--- src/rtl/dram_addr_mux_seq.sv ---
// DRAM address-mux sequencer: one 14-tick memory cycle (video half, then CPU
// half) driving mux selects/enables, RASn/CASn/WEn and data-latch strobes.
// The last cycle of each video line is stretched by STRETCH precharge ticks.
module dram_addr_mux_seq #(
  parameter int LINE_CYCLES = 65,
  parameter int STRETCH     = 2
) (
  input  logic CLK14M,
  input  logic RESET,
  input  logic RUN,
  input  logic CPU_WE,
  output logic S0_14,
  output logic S1_2,
  output logic Ean_n,
  output logic Ebn_n,
  output logic RASn,
  output logic CASn,
  output logic WEn,
  output logic PHI0,
  output logic VID_LATCH,
  output logic CPU_LATCH,
  output logic LONG_CYC
);

  localparam int CW = (LINE_CYCLES > 1) ? $clog2(LINE_CYCLES) : 1;
  localparam logic [CW-1:0] C_LAST     = CW'(LINE_CYCLES - 1);
  localparam logic [3:0]    T_NORM_END = 4'd13;
  localparam logic [3:0]    T_LONG_END = 4'(13 + STRETCH);

  // ST_RESET is the period right after a reset edge: reset outputs, then T0.
  typedef enum logic [1:0] {ST_RESET, ST_ACTIVE, ST_PARKED} state_t;

  state_t        state, state_nxt;
  logic [3:0]    t_q, t_nxt;
  logic [CW-1:0] c_q, c_nxt;
  logic          we_q, we_nxt;
  logic [3:0]    t_end;

  logic [3:0] t_eff, h;
  logic d_s0, d_s1, d_en, d_ras, d_cas, d_we, d_phi, d_vid, d_cpu, d_long;

  // State, counters and registered outputs.
  always_ff @(posedge CLK14M) begin
    if (RESET) begin
      state     <= ST_RESET;
      t_q       <= '0;
      c_q       <= '0;
      we_q      <= 1'b0;
      S1_2      <= 1'b0;
      S0_14     <= 1'b0;
      Ean_n     <= 1'b1;
      Ebn_n     <= 1'b1;
      RASn      <= 1'b1;
      CASn      <= 1'b1;
      WEn       <= 1'b1;
      PHI0      <= 1'b0;
      VID_LATCH <= 1'b0;
      CPU_LATCH <= 1'b0;
      LONG_CYC  <= 1'b0;
    end else begin
      state     <= state_nxt;
      t_q       <= t_nxt;
      c_q       <= c_nxt;
      we_q      <= we_nxt;
      S1_2      <= d_s1;
      S0_14     <= d_s0;
      Ean_n     <= d_en;
      Ebn_n     <= d_en;
      RASn      <= d_ras;
      CASn      <= d_cas;
      WEn       <= d_we;
      PHI0      <= d_phi;
      VID_LATCH <= d_vid;
      CPU_LATCH <= d_cpu;
      LONG_CYC  <= d_long;
    end
  end

  // Next-state: tick/cycle advance, RUN sampled at the cycle boundary,
  // CPU_WE sampled on the edge entering T7.
  always_comb begin
    state_nxt = state;
    t_nxt     = t_q;
    c_nxt     = c_q;
    we_nxt    = we_q;
    t_end     = (c_q == C_LAST) ? T_LONG_END : T_NORM_END;
    case (state)
      ST_RESET: begin
        state_nxt = ST_ACTIVE;
        t_nxt     = '0;
      end
      ST_PARKED: begin
        if (RUN) state_nxt = ST_ACTIVE;
      end
      ST_ACTIVE: begin
        if (t_q == t_end) begin
          // The finished cycle still advances C; parking then freezes it.
          t_nxt = '0;
          c_nxt = (c_q == C_LAST) ? '0 : c_q + CW'(1);
          if (!RUN) state_nxt = ST_PARKED;
        end else begin
          t_nxt = t_q + 4'd1;
          if (t_q == 4'd6) we_nxt = CPU_WE;
        end
      end
      default: state_nxt = ST_RESET;
    endcase
  end

  // Output decode from the next state so each register holds its value in
  // the same period as the matching tick; stretch ticks repeat T13.
  always_comb begin
    t_eff  = (t_nxt > 4'd13) ? 4'd13 : t_nxt;
    h      = (t_eff >= 4'd7) ? t_eff - 4'd7 : t_eff;
    d_s1   = 1'b0;
    d_s0   = 1'b0;
    d_en   = 1'b1;
    d_ras  = 1'b1;
    d_cas  = 1'b1;
    d_we   = 1'b1;
    d_phi  = 1'b0;
    d_vid  = 1'b0;
    d_cpu  = 1'b0;
    d_long = 1'b0;
    if (state_nxt == ST_ACTIVE) begin
      d_phi  = (t_eff >= 4'd7);
      d_s1   = d_phi;
      d_s0   = (h >= 4'd2);
      d_en   = 1'b0;
      d_ras  = !((h >= 4'd1) && (h <= 4'd5));
      d_cas  = !((h >= 4'd3) && (h <= 4'd5));
      d_we   = !(d_phi && we_nxt && (h >= 4'd3) && (h <= 4'd5));
      d_vid  = (t_nxt == 4'd5);
      d_cpu  = (t_nxt == 4'd12);
      d_long = (c_nxt == C_LAST);
    end
  end

endmodule

--- config.mk ---
export PLATFORM = sky130hd
export DESIGN_NAME = dram_addr_mux_seq
export DESIGN_NICKNAME = d
export VERILOG_FILES = /design/src/rtl/dram_addr_mux_seq.sv
export SDC_FILE = /design/constraint.sdc
export NUM_CORES = 1
export LEC_CHECK = 0
export CAP_MARGIN = 20
export CELL_PAD_IN_SITES_DETAIL_PLACEMENT = 1
export CELL_PAD_IN_SITES_GLOBAL_PLACEMENT = 1
export CORE_ASPECT_RATIO = 1.4
export CORE_UTILIZATION = 41
export CTS_CLUSTER_DIAMETER = 60
export CTS_CLUSTER_SIZE = 16
export DETAILED_ROUTE_END_ITERATION = 7
export PLACE_DENSITY = 0.78
export SYNTH_ARGS = -nofsm -noshare
export SYNTH_HDL_FRONTEND = slang
export SYNTH_SLANG_ARGS = --single-unit
--- constraint.sdc ---
create_clock -name CLK14M -period 3.7 [get_ports CLK14M]
set_clock_uncertainty 0.05 [all_clocks]
set_input_delay 0.74 -clock CLK14M [delete_from_list [all_inputs] [get_ports CLK14M]]
set_output_delay 0.74 -clock CLK14M [all_outputs]
set_load 0.1 [all_outputs]
* Word-level counts from Yosys, hierarchy flattened
Index checks and enable logic that the tools add are counted.
Storage, ports and cells: flip-flop bits (word level) 23, bits in latches 0, memory bits (writable) 0, ROM bits 0, input bits 4, logic and storage cells 58, memories kept 0
Cells by class: add/subtract/negate cells 3, $mul 0, div/mod/pow operators 0, magnitude comparators 6, equal/unequal tests 9, shifts and indexed selects 0, mux-type cells 16, bitwise logic cells 1, reductions and logical operators 10
Operator list (count):
- 7-bit 2-to-1 mux | 3
- 7-bit equality test, second input constant | 2
- 4-bit 2-to-1 mux | 3
- 4-bit by 3-bit equality test with 1-bit output, second input constant | 2
- 4-bit by 2-bit >= comparator with 1-bit output, second input constant | 2
- 2-bit 2-to-1 mux | 4
- 4-bit one-hot mux with 2 select lines | 1
- 7-bit by 1-bit adder with 7-bit output, second input constant | 1
- 2-bit one-hot mux with 3 select lines | 1
- 1-bit logical AND | 5
- 4-bit by 1-bit adder with 4-bit output, second input constant | 1
- 2-bit by 1-bit equality test with 1-bit output, second input constant | 2
- 4-bit equality test | 1
- 4-bit equality test, second input constant | 1
- 4-bit by 1-bit >= comparator with 1-bit output, second input constant | 1
- 4-bit by 3-bit >= comparator with 1-bit output, second input constant | 1
- 4-bit greater-than comparator, second input constant | 1
- 4-bit by 3-bit less-or-equal comparator with 1-bit output, second input constant | 1
- 1-bit 2-to-1 mux | 4
- 4-bit by 3-bit subtractor with 4-bit output, second input constant | 1
- 1-bit zero test | 3
- 2-bit equality test, second input constant | 1
- 2-bit zero test | 1
- 2-bit OR reduction | 1
- 1-bit inverter | 1

* Depth between registers and ports, before layout
Gate-level depths: netlist (run 1).
word-level depth 13, mapped depth 15

* Worst setup path before layout (run 1)
No wires, ideal clock.
path kind flip-flop to flip-flop, from register c_q[0], to register RASn, setup time 0.136 ns, data arrival time 2.935 ns, setup slack 0.579 ns, cell stages (with the launch flop) 15, path buffers 1, period minus slack after synthesis 3.121 ns, cells stage by stage dfxtp_1 inv_1 ha_1 and4bb_2 a211oi_2 nor4_1 nand2_1 o21ai_0 ha_1 clkbuf_1 nand2_1 mux2i_1 nor2_1 a311oi_2 o211ai_1
Between the ends: longest elaborated chain between the ends 12, elaborated cells between the ends (all ways) 19
RTL lines:
- start, declared | RTL line 35 | logic [CW-1:0] c_q, c_nxt;
- start signal, assigned | RTL line 63 | c_q <= c_nxt;
- 7-bit equality test * | RTL line 86 | t_end = (c_q == C_LAST) ? T_LONG_END : T_NORM_END;
- 2-bit 2-to-1 mux * | RTL line 86
- 4-bit equality test * | RTL line 96 | if (t_q == t_end) begin
- 4-bit 2-to-1 mux | RTL line 96
- 4-bit one-hot mux with 2 select lines | RTL line 87 | case (state)
- 4-bit greater-than comparator | RTL line 113 | t_eff = (t_nxt > 4'd13) ? 4'd13 : t_nxt;
- 4-bit 2-to-1 mux | RTL line 113
- 4-bit by 3-bit subtractor with 4-bit output / 4-bit by 3-bit >= comparator with 1-bit output (equally long branches) | RTL line 114 | h = (t_eff >= 4'd7) ? t_eff - 4'd7 : t_eff;
- 4-bit 2-to-1 mux | RTL line 114
- 4-bit by 1-bit >= comparator with 1-bit output / 4-bit by 3-bit less-or-equal comparator with 1-bit output (equally long branches) | RTL line 130 | d_ras = !((h >= 4'd1) && (h <= 4'd5));
- 1-bit logical AND | RTL line 130
- 1-bit zero test | RTL line 130
- end signal, assigned | RTL line 69 | RASn <= d_ras;
- end, declared | RTL line 16 | output logic RASn,
Mark *: on every way between the ends. The rest lies on a longest branch, timed or not. A chain may end at the register's enable or synchronous reset.

* Final worst setup path (run 1)
Ends and elaborated chain as after synthesis.

==> flow_metrics.env, run 1 <==
export IMPL_status="finished clean"
export IMPL_maxCapViolCount=0
export IMPL_finalHoldViolCount=0
export IMPL_endpoint="RASn"
export IMPL_h_tree_depth=1
export IMPL_setup_viol=0
export IMPL_ir_drop_mv=0.2620
export IMPL_postCtsSetupBuffers=0
export IMPL_syn_area_um2=1331
export IMPL_portBuffers=14
export IMPL_synth_common_cells="nor2_1 (24), dfxtp_1 (23), nand2_1 (18)"
export IMPL_slew_violations=0
export IMPL_cts_root_buf="clkbuf_8"
export IMPL_rsz0062_at_grt="false"
export IMPL_clk_pin_slew_worst_paths_ns=0.08
export IMPL_critical_path_top_delay_family="compound AO/OA/AOI/OAI gates"
export IMPL_startpoint="c_q[0]"
export IMPL_drc=0
export IMPL_grt_pass1_wl_um=5575
export IMPL_clk_latency_ns=0.27
export IMPL_dp_hpwl_um=2583
export IMPL_nets=181
export IMPL_fin_setup_tns_ns=0
export IMPL_internal_power_mw=0.3742
export IMPL_path_common_cell="ha_1"
export IMPL_cts_sinks=23
export IMPL_start_util=0.4304
export IMPL_switching_share=0.3464
export IMPL_area_growth_pct=14.76
export IMPL_ctsResizeCount=0
export IMPL_cts_inserted_buffers=3
export IMPL_grt_pass1_vias=1242
export IMPL_slowest_stage="nor3_1"
export IMPL_tritoncts="built"
export IMPL_hold_path_cell_count=2
export IMPL_cp_end_kind="register"
export IMPL_crit_buf_inv=1
export IMPL_relSlewSlack=0.3477
export IMPL_syn_instance_count=161
export IMPL_yosys_warnings=0
export IMPL_r2r_cells=12
export IMPL_p_sw_mw=0.1983
export IMPL_worst_pin_slew_ns=0.9754
export IMPL_groute_usage_overall=0.2093
export IMPL_grt_max_degree=14
export IMPL_start_kind="register"
export IMPL_synth_edf_count=0
export IMPL_worst_r2r_setup_slack_ns=0.34
export IMPL_clk_path_buf_depth=2
export IMPL_synth_distinct_cells=46
export IMPL_cp_num_cells=12
export IMPL_clockPowerShare=0.274
export IMPL_grt_antenna_before_repair=0
export IMPL_synth_largest_area_cell="dfxtp_1"
export IMPL_crit_type="reg -> reg"
export IMPL_timing_fmax_mhz=297.2
export IMPL_postCtsHoldBufs=0
export IMPL_synthFlopType="dfxtp_1"
export IMPL_crit_reg2reg_launch="c_q[0]"
export IMPL_power_leakage_nw=0.5662
export IMPL_place_gp_congestion=0.7980
export IMPL_arrival_ns=3.45
export IMPL_finalCriticalPeriod_ns=3.364
export IMPL_core_um2=3093
export IMPL_ant_nets=0
export IMPL_hold_class="reg -> reg"
export IMPL_syn_nets=170
export IMPL_cp_max_fo=10
export IMPL_wl_um=3286
export IMPL_power_density_nw_per_um2=374.8
export IMPL_cp_cell_sequence="inv_1, ha_1, nand4bb_1, nor3_1, o311ai_2, o21ai_0, ha_1, nand2_1, mux2i_1, nor2_1, a311oi_2, o211ai_1"
export IMPL_vias=1217
export IMPL_async_flop_share=0
export IMPL_power_frac_comb=0.253
export IMPL_row_count=24
export IMPL_first_pass_iters=4
export IMPL_drive_gt1_frac=0.1111
export IMPL_wl_per_cell_um=15.65
export IMPL_p_seq_frac=0.472
export IMPL_overflow=0
export IMPL_dieArea_um2=3482
export IMPL_die_h_um=69.43
export IMPL_netlist_area_leader_share=0.3459
export IMPL_yosysMostFrequentCell="nor2_1"
export IMPL_n_antenna_cell=0
export IMPL_synth_seq_cells=23
export IMPL_viasPerCell=5.795
export IMPL_die_width_um=50.16
export IMPL_ys_seq_area_frac=0.3459
export IMPL_post_route_period_util=0.9093
export IMPL_cpPeakStageDelay_ns=0.62
export IMPL_synth_avg_cell_area_um2=8.269
export IMPL_synth_area_top_cells="dfxtp_1 (35%), nor2_1 (6.8%), nand2_1 (5.1%)"
export IMPL_r2r_end="RASn"
export IMPL_io_pins=15
export IMPL_drtIter0Drc=30
export IMPL_power_mw=0.5726
export IMPL_required_ns=3.79
[metal layers]
layer  track usage  vias up  share of wire  routed length (um)
li1              -      592              -                   -
met1        0.2245      604           0.40                1299
met2        0.3867       10           0.57                1862
met3       0.01974       11         0.0094                  31
met4        0.1079        0          0.028                  93
met5             0        -              0                   0
[metrics by stage]
stage	instance area, um^2	cells	setup WS, ns	hold WS [ns]	utilization
after global placement	1481	206	0.6291	0.4872	0.4790
after detailed placement	1481	206	0.4062	0.5043	0.4790
after global routing	1528	210	0.04013	0.5603	0.4939
after CTS	1528	210	0.3213	0.5250	0.4939
final	1528	210	0.3355	0.5087	0.4939
after floorplan	1331	161	0.5794	0.4064	-
[kinds of logic after synthesis]
| family | after synthesis | share of synthesized area |
|---|---|---|
| buf+inv | 14 | 0.05169 |
| compound gates | 32 | 0.1852 |
| fa+ha+maj | 6 | 0.05545 |
| flops | 23 | 0.3459 |
| mux | 3 | 0.02350 |
| xor+xnor | 6 | 0.03947 |
| simple gates | 77 | 0.2989 |
[layout by cell type (no fill, tap or decap), drive strengths merged, types with 2 or more instances in the layout]
cell type,Yosys,routed
a21boi,2,2
a21oi,10,10
a31oi,3,3
buf,7,2
clkbuf,3,3
clkdlybuf4s50,0,14
dfxtp,23,23
ha,5,5
inv,4,4
mux2i,2,2
nand2,18,18
nand2b,2,2
nand3,6,6
nor2,24,24
nor2b,6,6
nor3,6,6
nor4,5,5
o211ai,2,2
o21ai,4,4
o311ai,2,2
or4,2,2
xnor2,2,2
xor2,4,4
[power groups by stage]
| stage | Sequential, mW | Clock [mW] | Combinational [mW] |
|---|---|---|---|
| 2_1_floorplan | 0.311 | 0 | 0.0761 |
| 3_3_place_gp | 0.276 | 0 | 0.143 |
| 3_5_place_dp | 0.276 | 0 | 0.145 |
| 4_1_cts | 0.270 | 0.161 | 0.147 |
| 5_1_grt | 0.272 | 0.173 | 0.155 |
| 6_report | 0.270 | 0.157 | 0.145 |
[worst reg2reg max path, cell delays in order, from the launching register on]
cell and delay [ns]:
dfxtp_1 0.37, inv_1 0.11, ha_1 0.17, nand4bb_1 0.15
nor3_1 0.62, o311ai_2 0.37, o21ai_0 0.28, ha_1 0.35
nand2_1 0.09, mux2i_1 0.13, nor2_1 0.07, a311oi_2 0.33
o211ai_1 0.14
[state kept, by name, indices dropped and copies added (netlist names)]
register,cells
CASn,1
PHI0,1
state,2
t_q,4
VID_LATCH,1
we_q,1
LONG_CYC,1
c_q,7
WEn,1
S0_14,1
CPU_LATCH,1
RASn,1
Ebn_n,1
[layout make-up]
cell class	count	area, um^2
inverters	4	15.01
multi-input cells	124	802.0
repair buffers	16	155.1
flip-flops and latches	23	460.4
well taps	39	48.80
fillers	382	1565
clock inverters	1	5.005
clock buffers	3	41.29
[worst min-delay path by stage]
| stage | start | end | slack (ns) |
|---|---|---|---|
| CTS | we_q | we_q | 0.53 |
| global route | we_q | we_q | 0.56 |
| global placement | we_q | we_q | 0.49 |
| detailed placement | we_q | we_q | 0.50 |
| finish | we_q | we_q | 0.51 |
| floorplan | we_q | we_q | 0.41 |
Power figures use the tool's default switching activity.
==> run 2: changes to the inputs <==
--- a/config.mk
+++ b/config.mk
@@ -13,6 +13,7 @@
 export CTS_CLUSTER_DIAMETER = 60
 export CTS_CLUSTER_SIZE = 16
 export DETAILED_ROUTE_END_ITERATION = 7
+export GPL_TIMING_DRIVEN = 0
 export PLACE_DENSITY = 0.78
 export SYNTH_ARGS = -nofsm -noshare
 export SYNTH_HDL_FRONTEND = slang
==> run 2 against run 1 <==
Effect of this change: wire length grew 9.9%; register-to-register slack gained 0.08 ns; fmax grew 2.5%; power grew 2.2%; sequential share of layout area shrank 0.96 points; global-route usage grew 1.7 points; combinational power grew 6%; critical path type unchanged; largest cell class unchanged; highest routed layer unchanged.
==> flow_metrics.env, run 2 (synthesis results as in run 1) <==
export IMPL_regMostFlops="c_q"
export IMPL_row_count=24
export IMPL_post_route_period_util=0.8870
export IMPL_startpoint="c_q[0]"
export IMPL_dpl_cell_area_um2=1510
export IMPL_core_um2=3093
export IMPL_cts_root_buf="clkbuf_8"
export IMPL_drive_gt1_frac=0.1525
export IMPL_postCtsHoldBufs=0
export IMPL_p_sw_mw=0.2090
export IMPL_overflow=0
export IMPL_status="finished clean"
export IMPL_start_util=0.4304
export IMPL_worst_r2r_setup_slack_ns=0.42
export IMPL_internal_power_mw=0.3761
export IMPL_worst_pin_slew_ns=0.9741
export IMPL_place_gp_congestion=0.7753
export IMPL_tritoncts="built"
export IMPL_cp_max_fo=10
export IMPL_die_width_um=50.16
export IMPL_power_mw=0.5851
export IMPL_final_util=0.5101
export IMPL_p_seq_frac=0.456
export IMPL_io_pins=15
export IMPL_cts_inserted_buffers=3
export IMPL_power_leakage_nw=0.5938
export IMPL_nets=187
export IMPL_viasPerCell=5.597
export IMPL_rsz0062_at_grt="false"
export IMPL_power_frac_comb=0.264
export IMPL_groute_usage_overall=0.2262
export IMPL_finalCriticalPeriod_ns=3.282
export IMPL_min_from="we_q"
export IMPL_postCtsSetupBuffers=0
export IMPL_grt_pass1_wl_um=6141
export IMPL_largest_reg_flops=7
export IMPL_top_regs="c_q: 7 flops, t_q: 4 flops, state: 2 flops"
export IMPL_clk_latency_ns=0.27
export IMPL_arrival_ns=3.37
export IMPL_ant_nets=0
export IMPL_dieArea_um2=3482
export IMPL_power_density_nw_per_um2=370.8
export IMPL_vias=1209
export IMPL_switching_share=0.3572
export IMPL_start_kind="register"
export IMPL_grt_pass1_vias=1326
export IMPL_hold_class="reg -> reg"
export IMPL_cp_end_kind="register"
export IMPL_crit_type="reg -> reg"
export IMPL_wl_per_cell_um=16.72
export IMPL_portBuffers=13
export IMPL_drtIter0Drc=16
export IMPL_h_tree_depth=1
export IMPL_grt_antenna_before_repair=0
export IMPL_setup_viol=0
export IMPL_cts_sinks=23
export IMPL_slew_violations=0
export IMPL_crit_reg2reg_launch="c_q[0]"
export IMPL_holdWs_ns=0.5160
export IMPL_final_cell_mix="nor2_1 (24), dfxtp_1 (23), nand2_1 (18), clkdlybuf4s50_1 (13), a21oi_1 (10)"
export IMPL_dp_cells=213
export IMPL_clk_pin_slew_worst_paths_ns=0.09
export IMPL_finalNonFillerCells=216
export IMPL_clockPowerShare=0.280
export IMPL_die_h_um=69.43
export IMPL_area_growth_pct=18.51
export IMPL_final_common_cell="nor2_1"
export IMPL_first_pass_iters=4
export IMPL_grt_max_degree=14
export IMPL_maxCapViolCount=0
export IMPL_design_area_um2=1578
export IMPL_drc=0
export IMPL_relSlewSlack=0.3485
export IMPL_timing_fmax_mhz=304.7
export IMPL_ir_drop_mv=0.2598
export IMPL_clk_path_buf_depth=2
export IMPL_n_antenna_cell=0
export IMPL_finalHoldViolCount=0
export IMPL_wl_um=3611
export IMPL_dp_hpwl_um=2714
export IMPL_required_ns=3.79
## run 2: changes by cell type in the layout (fill, tap and decap cells not counted), sizes merged
cell           change
clkdlybuf4s50      -1
buf                +5
clkbuf             +2
## run 2: final cells by class
type | instances | area, um^2
Tap cell | 39 | 48.80
Clock inverter | 1 | 5.005
Sequential cell | 23 | 460.4
Multi-Input combinational cell | 124 | 827.0
Buffer | 9 | 50.05
Inverter | 4 | 15.01
Fill cell | 384 | 1515
Clock buffer | 3 | 41.29
Timing Repair Buffer | 13 | 130.1
## run 2: final timing paths
kind / end / cells after the start
worst min-delay path: we_q / 2
worst max-delay path: RASn / 13
worst min register to register: we_q / 2
worst max register to register: RASn / 13
## run 2: per-stage QoR
stage / setup TNS (ns) / worst slack (ns)
6_report: 0 / 0.4182
5_1_grt: 0 / 0.1197
4_1_cts: 0 / 0.1924
3_5_place_dp: -0.2969 / -0.1452
3_3_place_gp: 0 / 0.09825
2_1_floorplan: 0 / 0.5794
## run 2: critical path: stages, from the launching register on
cell and delay (ns):
dfxtp_1 0.46, inv_1 0.09, ha_1 0.22, and4bb_2 0.25, a211oi_2 0.37, a22oi_2 0.20, buf_2 0.23, a21oi_1 0.15
ha_1 0.36, nand2_1 0.09, mux2i_1 0.15, nor2_1 0.07, a311oi_2 0.30, o211ai_1 0.15
## run 2: power by group through the flow
stage                     combinational, mW  clock, mW  sequential, mW
after floorplan                      0.0761          0           0.311
after detailed placement              0.152          0           0.273
after global placement                0.148          0           0.272
after CTS                             0.154      0.165           0.267
after global routing                  0.165      0.172           0.268
final                                 0.154      0.164           0.267
## run 2: layer usage
layer | GRT usage | vias to the layer above | share of wire
li1 | - | 601 | -
met1 | 0.2272 | 601 | 0.38
met2 | 0.4415 | 3 | 0.59
met3 | 0.02193 | 4 | 0.0055
met4 | 0.1016 | 0 | 0.015
met5 | 0 | - | 0
## run 2: what timing repair did
| item | in CTS | in global routing |
|---|---|---|
| gates resized for setup | 1 | 3 |
| setup endpoints to repair | 3 | 3 |
| endpoints found under the hold margin | 0 | 0 |
